==> src/rtl/ag_tcu_dispatch_pkg.sv <==
// Shared types and defaults for the AG TCU issue-side dispatch block:
// issue/execute packet layouts, credit limits and the drain FSM states.
package ag_tcu_dispatch_pkg;

  localparam int AG_TCU_NUM_WARPS     = 8;
  localparam int AG_TCU_NW_WIDTH      = (AG_TCU_NUM_WARPS > 1) ? $clog2(AG_TCU_NUM_WARPS) : 1;
  localparam int AG_TCU_MAX_INFLIGHT  = 8;
  localparam int AG_TCU_MAX_PER_WARP  = 4;
  localparam int AG_TCU_PERF_CTR_BITS = 32;

  typedef logic [AG_TCU_NW_WIDTH-1:0] ag_tcu_wid_t;

  typedef enum logic [1:0] {
    ST_RUN   = 2'd0,
    ST_DRAIN = 2'd1,
    ST_HOLD  = 2'd2
  } ag_tcu_state_e;

  // Instruction as delivered by the issue stage.
  typedef struct packed {
    logic [7:0]  uuid;
    ag_tcu_wid_t wid;
    logic [31:0] pc;
    logic [4:0]  rd;
    logic [31:0] rs1_data;
    logic [31:0] rs2_data;
  } ag_tcu_issue_t;

  typedef struct packed {
    logic [7:0] scale_a;
    logic [7:0] scale_b;
  } ag_tcu_args_t;

  typedef struct packed {
    ag_tcu_args_t tcu;
  } ag_tcu_op_args_t;

  // Packet handed to the tensor-core execute stage.
  typedef struct packed {
    logic [7:0]      uuid;
    ag_tcu_wid_t     wid;
    logic [31:0]     pc;
    logic [4:0]      rd;
    logic [31:0]     rs1_data;
    logic [31:0]     rs2_data;
    ag_tcu_op_args_t op_args;
  } ag_tcu_exe_t;

  // Field-for-field copy; the shared exponents pass through untouched.
  function automatic ag_tcu_exe_t pack_exe(input ag_tcu_issue_t iss,
                                           input logic [7:0]    scale_a,
                                           input logic [7:0]    scale_b);
    ag_tcu_exe_t e;
    e.uuid                = iss.uuid;
    e.wid                 = iss.wid;
    e.pc                  = iss.pc;
    e.rd                  = iss.rd;
    e.rs1_data            = iss.rs1_data;
    e.rs2_data            = iss.rs2_data;
    e.op_args.tcu.scale_a = scale_a;
    e.op_args.tcu.scale_b = scale_b;
    return e;
  endfunction

endpackage

==> src/rtl/ag_tcu_dispatch_credit_tracker.sv <==
// Global and per-warp in-flight counters for the AG TCU. Issue consumes a
// credit, a result commit returns one; a commit for an idle warp is flagged.
module ag_tcu_dispatch_credit_tracker
  import ag_tcu_dispatch_pkg::*;
#(
  parameter int MAX_INFLIGHT = AG_TCU_MAX_INFLIGHT,
  parameter int MAX_PER_WARP = AG_TCU_MAX_PER_WARP
) (
  input  logic                        clk,
  input  logic                        reset,
  input  ag_tcu_wid_t                 i_query_wid,
  output logic                        o_can_issue,
  input  logic                        i_issue_fire,
  input  ag_tcu_wid_t                 i_issue_wid,
  input  logic                        i_commit_fire,
  input  ag_tcu_wid_t                 i_commit_wid,
  output logic                        o_total_zero,
  output logic [AG_TCU_NUM_WARPS-1:0] o_warp_busy,
  output logic                        o_credit_err
);

  localparam int TW = $clog2(MAX_INFLIGHT) + 1;
  localparam int WW = $clog2(MAX_PER_WARP) + 1;

  logic [TW-1:0]               r_total;
  logic [WW-1:0]               r_warp_cnt [AG_TCU_NUM_WARPS];
  logic                        r_credit_err;
  logic                        w_commit_ok;
  logic [AG_TCU_NUM_WARPS-1:0] w_inc;
  logic [AG_TCU_NUM_WARPS-1:0] w_dec;

  // Decode which warp gains and which loses a credit this cycle.
  // NOTE: every always_comb output gets a default first so no path leaves it unassigned (no latch).
  always_comb begin
    w_inc       = '0;
    w_dec       = '0;
    w_commit_ok = i_commit_fire && (r_warp_cnt[i_commit_wid] != '0);
    for (int w = 0; w < AG_TCU_NUM_WARPS; w++) begin
      w_inc[w] = i_issue_fire && (i_issue_wid == ag_tcu_wid_t'(w));
      w_dec[w] = w_commit_ok && (i_commit_wid == ag_tcu_wid_t'(w));
    end
  end

  // Counter update; simultaneous +1/-1 on the same counter cancels out.
  // NOTE: sequential state uses non-blocking assignments so all flops update from pre-edge values.
  always_ff @(posedge clk) begin
    if (reset) begin
      r_total <= '0;
      for (int w = 0; w < AG_TCU_NUM_WARPS; w++) r_warp_cnt[w] <= '0;
    end else begin
      case ({i_issue_fire, w_commit_ok})
        2'b10:   r_total <= r_total + TW'(1);
        2'b01:   r_total <= r_total - TW'(1);
        default: ;
      endcase
      for (int w = 0; w < AG_TCU_NUM_WARPS; w++) begin
        case ({w_inc[w], w_dec[w]})
          2'b10:   r_warp_cnt[w] <= r_warp_cnt[w] + WW'(1);
          2'b01:   r_warp_cnt[w] <= r_warp_cnt[w] - WW'(1);
          default: ;
        endcase
      end
    end
  end

  // Sticky flag for a commit arriving on a warp with nothing outstanding.
  always_ff @(posedge clk) begin
    if (reset)                             r_credit_err <= 1'b0;
    else if (i_commit_fire && !w_commit_ok) r_credit_err <= 1'b1;
  end

  // Busy bits and limit check come straight from the registered counters.
  always_comb begin
    for (int w = 0; w < AG_TCU_NUM_WARPS; w++) o_warp_busy[w] = (r_warp_cnt[w] != '0);
  end

  assign o_can_issue  = (r_total < TW'(MAX_INFLIGHT)) &&
                        (r_warp_cnt[i_query_wid] < WW'(MAX_PER_WARP));
  assign o_total_zero = (r_total == '0);
  assign o_credit_err = r_credit_err;

endmodule

==> src/rtl/ag_tcu_dispatch.sv <==
// AG TCU issue-side transmitter: packs scale exponents into the execute
// packet, buffers it in a 2-entry elastic stage, enforces in-flight credits
// and runs the RUN/DRAIN/HOLD drain sequence.
// Optional: define AG_TCU_DISPATCH_PERF_EN to add perf_issued/perf_stalls.
module ag_tcu_dispatch
  import ag_tcu_dispatch_pkg::*;
#(
  parameter int MAX_INFLIGHT  = AG_TCU_MAX_INFLIGHT,
  parameter int MAX_PER_WARP  = AG_TCU_MAX_PER_WARP,
  parameter int PERF_CTR_BITS = AG_TCU_PERF_CTR_BITS
) (
  input  logic                        clk,
  input  logic                        reset,
  input  logic                        issue_valid,
  input  ag_tcu_issue_t               issue_data,
  input  logic [7:0]                  issue_scale_a,
  input  logic [7:0]                  issue_scale_b,
  output logic                        issue_ready,
  output logic                        execute_valid,
  output ag_tcu_exe_t                 execute_data,
  input  logic                        execute_ready,
  input  logic                        commit_fire,
  input  ag_tcu_wid_t                 commit_wid,
  input  logic                        drain_req,
  output logic                        drain_done,
  output logic [AG_TCU_NUM_WARPS-1:0] warp_busy,
  output logic                        credit_err
`ifdef AG_TCU_DISPATCH_PERF_EN
  ,
  output logic [PERF_CTR_BITS-1:0]    perf_issued,
  output logic [PERF_CTR_BITS-1:0]    perf_stalls
`endif
);

  ag_tcu_state_e r_state, w_state_next;
  logic          w_drain_done;
  logic          w_can_issue;
  logic          w_total_zero;
  logic          w_push, w_pop;
  logic          w_buf_full, w_buf_empty;

  ag_tcu_exe_t   r_buf [2];
  logic          r_rd_ptr, r_wr_ptr;
  logic [1:0]    r_count;

  ag_tcu_dispatch_credit_tracker #(
    .MAX_INFLIGHT (MAX_INFLIGHT),
    .MAX_PER_WARP (MAX_PER_WARP)
  ) u_credit (
    .clk           (clk),
    .reset         (reset),
    .i_query_wid   (issue_data.wid),
    .o_can_issue   (w_can_issue),
    .i_issue_fire  (w_push),
    .i_issue_wid   (issue_data.wid),
    .i_commit_fire (commit_fire),
    .i_commit_wid  (commit_wid),
    .o_total_zero  (w_total_zero),
    .o_warp_busy   (warp_busy),
    .o_credit_err  (credit_err)
  );

  assign w_buf_full  = (r_count == 2'd2);
  assign w_buf_empty = (r_count == 2'd0);

  // A drain request blocks issue in the same cycle it is raised.
  assign issue_ready = !reset && (r_state == ST_RUN) && !drain_req &&
                       !w_buf_full && w_can_issue;
  assign w_push      = issue_valid && issue_ready;
  assign w_pop       = !w_buf_empty && execute_ready;

  // Elastic stage pointers and occupancy.
  always_ff @(posedge clk) begin
    if (reset) begin
      r_rd_ptr <= 1'b0;
      r_wr_ptr <= 1'b0;
      r_count  <= 2'd0;
    end else begin
      if (w_push) r_wr_ptr <= ~r_wr_ptr;
      if (w_pop)  r_rd_ptr <= ~r_rd_ptr;
      case ({w_push, w_pop})
        2'b10:   r_count <= r_count + 2'd1;
        2'b01:   r_count <= r_count - 2'd1;
        default: ;
      endcase
    end
  end

  // Elastic stage storage, written with the packed execute packet.
  // NOTE: payload storage is not reset; occupancy is, so stale entries are never presented.
  always_ff @(posedge clk) begin
    if (w_push) r_buf[r_wr_ptr] <= pack_exe(issue_data, issue_scale_a, issue_scale_b);
  end

  assign execute_valid = !w_buf_empty;
  assign execute_data  = r_buf[r_rd_ptr];

  // Drain FSM state register.
  always_ff @(posedge clk) begin
    if (reset) r_state <= ST_RUN;
    else       r_state <= w_state_next;
  end

  // Drain FSM next-state and completion pulse.
  always_comb begin
    w_state_next = r_state;
    w_drain_done = 1'b0;
    case (r_state)
      ST_RUN:   if (drain_req) w_state_next = ST_DRAIN;
      ST_DRAIN: begin
        if (w_buf_empty && w_total_zero) begin
          w_drain_done = 1'b1;
          w_state_next = drain_req ? ST_HOLD : ST_RUN;
        end
      end
      ST_HOLD:  if (!drain_req) w_state_next = ST_RUN;
      default:  w_state_next = ST_RUN;
    endcase
  end

  assign drain_done = w_drain_done && !reset;

`ifdef AG_TCU_DISPATCH_PERF_EN
  logic [PERF_CTR_BITS-1:0] r_perf_issued, r_perf_stalls;
  logic                     w_credit_stall;

  // Stall counted only when credits are the sole reason issue is refused.
  assign w_credit_stall = issue_valid && !reset && (r_state == ST_RUN) &&
                          !drain_req && !w_buf_full && !w_can_issue;

  // Free-running, wrapping performance counters.
  always_ff @(posedge clk) begin
    if (reset) begin
      r_perf_issued <= '0;
      r_perf_stalls <= '0;
    end else begin
      if (w_pop)          r_perf_issued <= r_perf_issued + PERF_CTR_BITS'(1);
      if (w_credit_stall) r_perf_stalls <= r_perf_stalls + PERF_CTR_BITS'(1);
    end
  end

  assign perf_issued = r_perf_issued;
  assign perf_stalls = r_perf_stalls;
`endif

endmodule

==> config.mk <==
export PLATFORM = sky130hd
export DESIGN_NAME = ag_tcu_dispatch
export DESIGN_NICKNAME = d
export VERILOG_FILES = /design/src/rtl/ag_tcu_dispatch_pkg.sv /design/src/rtl/ag_tcu_dispatch_credit_tracker.sv /design/src/rtl/ag_tcu_dispatch.sv
export SDC_FILE = /design/constraint.sdc
export NUM_CORES = 1
export LEC_CHECK = 0
export ABC_AREA = 1
export ABC_CLOCK_PERIOD_IN_PS = 7900
export BUFFER_PORTS_ARGS = -buffer_cell sky130_fd_sc_hd__buf_2
export CORE_MARGIN = 1
export CORE_UTILIZATION = 40
export CTS_CLUSTER_DIAMETER = 120
export DETAILED_ROUTE_END_ITERATION = 8
export SLEW_MARGIN = 20
export SYNTH_ARGS = -nofsm -noshare
export SYNTH_HDL_FRONTEND = slang
export SYNTH_HIERARCHICAL = 1
export SYNTH_SLANG_ARGS = --single-unit
==> constraint.sdc <==
create_clock -name clk -period 7.9 [get_ports clk]
set_input_delay 0.395 -clock clk [delete_from_list [all_inputs] [get_ports clk]]
set_output_delay 0.395 -clock clk [all_outputs]
set_load 0.02 [all_outputs]
==> flow_metrics.py <==
metrics = {
    "run_status": {
        "status": "complete, no violations",
    },
    "layout": {
        "final_common_cell": "edfxtp_1",
        "antennaDiodeCount": 0,
        "multi_input_area_um2": 2780,
        "syn2layout_area_growth_pct": 22.2,
        "nFillCells": 2530,
        "seqCellArea_um2": 8650,
        "fin_util_pct": 49.9,
        "stdcell_area_um2": 14400,
        "nNetsFinal": 1168,
        "drive_above_1_share_pct": 44.0,
        "layout_common_cells": "280 x edfxtp_1, 276 x buf_2, 128 x mux2_2",
    },
    "clock_tree": {
        "cts_setup_buffers": 0,
        "clk_latency_ps": 530,
        "cts_tree": "done",
        "cts_buffer_depth": 3,
        "clockRootBuffer": "clkbuf_16",
        "numCtsBuffers": 31,
        "hold_buffers": 0,
        "clkTransAtPathRegs_ps": 60,
        "ctsResizeCount": 0,
        "htreeDepth": 1,
        "clock_sinks": 292,
    },
    "floorplan": {
        "row_count": 62,
        "core_um2": 28900,
        "boundaryPins": 277,
        "die_h_um": 174,
        "start_util_pct": 40.8,
        "dieArea_um2": 30100,
        "die_x_um": 174,
    },
    "placed_design": {
        "placed_area_um2": 13500,
        "hpwl_um": 16400,
        "dpl_worst_slack_ps": 4410,
        "gp_congestion": 0.817,
        "port_buffers": 276,
    },
    "synthesis": {
        "ys_ff_latch": 292,
        "synthesis.area_um2": 11800,
        "ys_async_sr_fraction_pct": 0,
        "yosysSeqAreaShare_pct": 73.4,
        "syn_avg_cell_area_um2": 16.3,
        "ys.flop_type": "edfxtp_1",
        "yosys.area.top_type_share_pct": 71.4,
        "synth_cells": 722,
        "synth_cell_types": 29,
        "yosys.area.top_type": "edfxtp_1",
        "synth_edf_count": 280,
        "synth_nets": 874,
        "yosysWarnings": 6,
        "ys_top_cells_by_area": "edfxtp_1 71%, mux2_2 12%, dfxtp_1 2.0%, nand2_1 2.0%, nor2_1 1.6%",
    },
    "setup_path": {
        "reg2reg_from": "u_credit/r_warp_cnt[5][2]$_DFFE_PP_",
        "critPathBufInv": 2,
        "start_kind": "flip-flop",
        "rr_worst_depth": 10,
        "cp_max_fo": 72,
        "cp-end-kind": "output pin",
        "critPathMaxStageDelay_ps": 900,
        "arrival_ps": 2910,
        "rr_endpoint": "r_buf[1][20]$_DFFE_PP_",
        "critPathTopFamily": "buffers and inverters",
        "cpMaxStageDelayCell": "buf_4",
        "criticalPathCategory": "flip-flop to output pin",
        "r2r_setup_slack_ps": 4640,
        "cp.required_ps": 7510,
        "cp_cell_sequence": "buf_4, mux2_2, buf_2",
    },
    "sta": {
        "final.period_utilization_pct": 41.8,
        "rsz0062_at_grt": "no",
        "finalSetupViolations": 0,
        "drv_slew": 0,
        "layout_min_cycle_time_ps": 3300,
        "relSlewSlack_pct": 32.0,
        "timing.fmax_mhz": 303,
        "finClkSkew_ps": 8.59,
        "tns_ps": 0,
        "finalHoldViolCount": 0,
        "tightest_slew_ps": 1020,
        "setup_ws_ps": 4600,
    },
    "pwr": {
        "ir_drop_mv": 0.151,
        "switching_share_pct": 22.3,
        "power_frac_comb_pct": 10.0,
        "powerDensity_nw_per_um2": 237,
        "power.internal_w": 0.00264,
        "p_leak_nw": 5.38,
        "pwr-share-seq_pct": 51.7,
        "p_switching_w": 0.000761,
        "power_frac_clock_pct": 38.3,
    },
    "job": {
        "drv_cap": 0,
    },
    "global_route": {
        "grt_pass1_wl_um": 37000,
        "grt_pass1_vias": 6594,
        "grt_max_degree": 73,
        "antenna_found_initial": 0,
        "grt_usage_pct": 15.8,
        "grt_overflow": 0,
    },
    "routing": {
        "viasPerCell": 4.79,
        "drc": 0,
        "drtIter0Drc": 511,
        "first_pass_iters": 5,
        "final_antenna_net_count": 0,
        "wl_per_cell_um": 17.3,
        "wl_um": 24500,
        "via_count": 6782,
    },
    "hold_path": {
        "holdCritStartpoint": "issue_data[8]",
        "hold-path-endpoint": "r_buf[1][24]$_DFFE_PP_",
        "holdCritPathClass": "input pin to flip-flop",
        "min_path_cells": 1,
    },
}
==> synth_stat cells (2+ instances only) <==
cell type / n
mux2_2: 128
xor2_1: 7
nor3_1: 5
nand2_2: 2
nand2_1: 64
dfxtp_1: 12
nor2_4: 4
inv_1: 45
nand4_1: 4
clkbuf_1: 3
fa_1: 8
edfxtp_1: 280
ha_1: 7
a21oi_1: 32
mux2i_1: 3
xnor2_1: 3
nand3_4: 2
a31oi_1: 3
nor2_1: 51
nand3_1: 25
o21ai_0: 12
buf_6: 15
==> state kept, by name (all words and copies together) (netlist names), named ones only <==
signal,count
r_buf,256
u_credit/r_warp_cnt,24
u_credit/r_total,4
r_count,2
r_state,2
r_rd_ptr,1
r_wr_ptr,1
u_credit/o_credit_err,1
==> kinds of logic (layout without fill, tap and decap cells) <==
family                     after synthesis  in the layout  synth area share (%)
DFF                                    292            292                  73.4
adders and majority gates               15             15                  2.10
buffers and inverters                   66            375                  3.09
AOI/OAI and AO/OA                       49             49                  2.13
muxes                                  131            131                  12.5
xor gates and xnor gates                10             10                 0.743
and+or+nand+nor                        159            159                  6.05
==> power by group through the flow <==
| stage | combinational (W) | sequential (W) | clock, W |
|---|---|---|---|
| floorplan | 0.000235 | 0.00178 | 0 |
| global placement | 0.000338 | 0.00179 | 0 |
| detailed placement | 0.000342 | 0.00179 | 0 |
| CTS | 0.000344 | 0.00176 | 0.00135 |
| global route | 0.000369 | 0.00176 | 0.00141 |
| finish | 0.000340 | 0.00176 | 0.00130 |
==> per-stage QoR <==
step,hold slack [ps],total power (W),cells
finish,45.3,0.00340,1415
floorplan,425,0.00202,722
global route,13.3,0.00354,1415
CTS,19.1,0.00345,1415
global placement,433,0.00213,1367
detailed placement,450,0.00214,1367
==> metal layers <==
metal  up-vias  part of all wire [%]  GRT usage [%]
met5         -                     0              0
met3        25                   6.2           3.33
met2       205                    50           27.0
met1      3311                    43           20.9
li1       3241                     -              -
met4         0                   1.1           3.14
==> worst max-delay path by stage <==
stage / start / end / slack, ps / cells after the start
after floorplan: u_credit/r_warp_cnt[5][2]$_DFFE_PP_ / r_buf[0][0]$_DFFE_PP_ / 680 / 9
after global placement: issue_data[102] / r_buf[1][54]$_DFFE_PP_ / 4400 / 12
after detailed placement: issue_data[102] / r_buf[1][54]$_DFFE_PP_ / 4410 / 12
after CTS: flip-flop / execute_data[97] / 4420 / 3
after global routing: u_credit/r_warp_cnt[7][2]$_SDFFCE_PP0P_ / r_buf[1][11]$_DFFE_PP_ / 4340 / 10
final: flip-flop / execute_data[102] / 4600 / 3
==> layout make-up <==
type,instances,share of cell area [%]
flip-flops and latches,292,60.1
multi-input cells,364,19.3
repair buffers,280,9.80
clock buffers,40,5.62
well taps,384,3.34
inverters,47,1.24
clock inverters,8,0.582
Note: power is estimated with default switching activity, not from simulation.
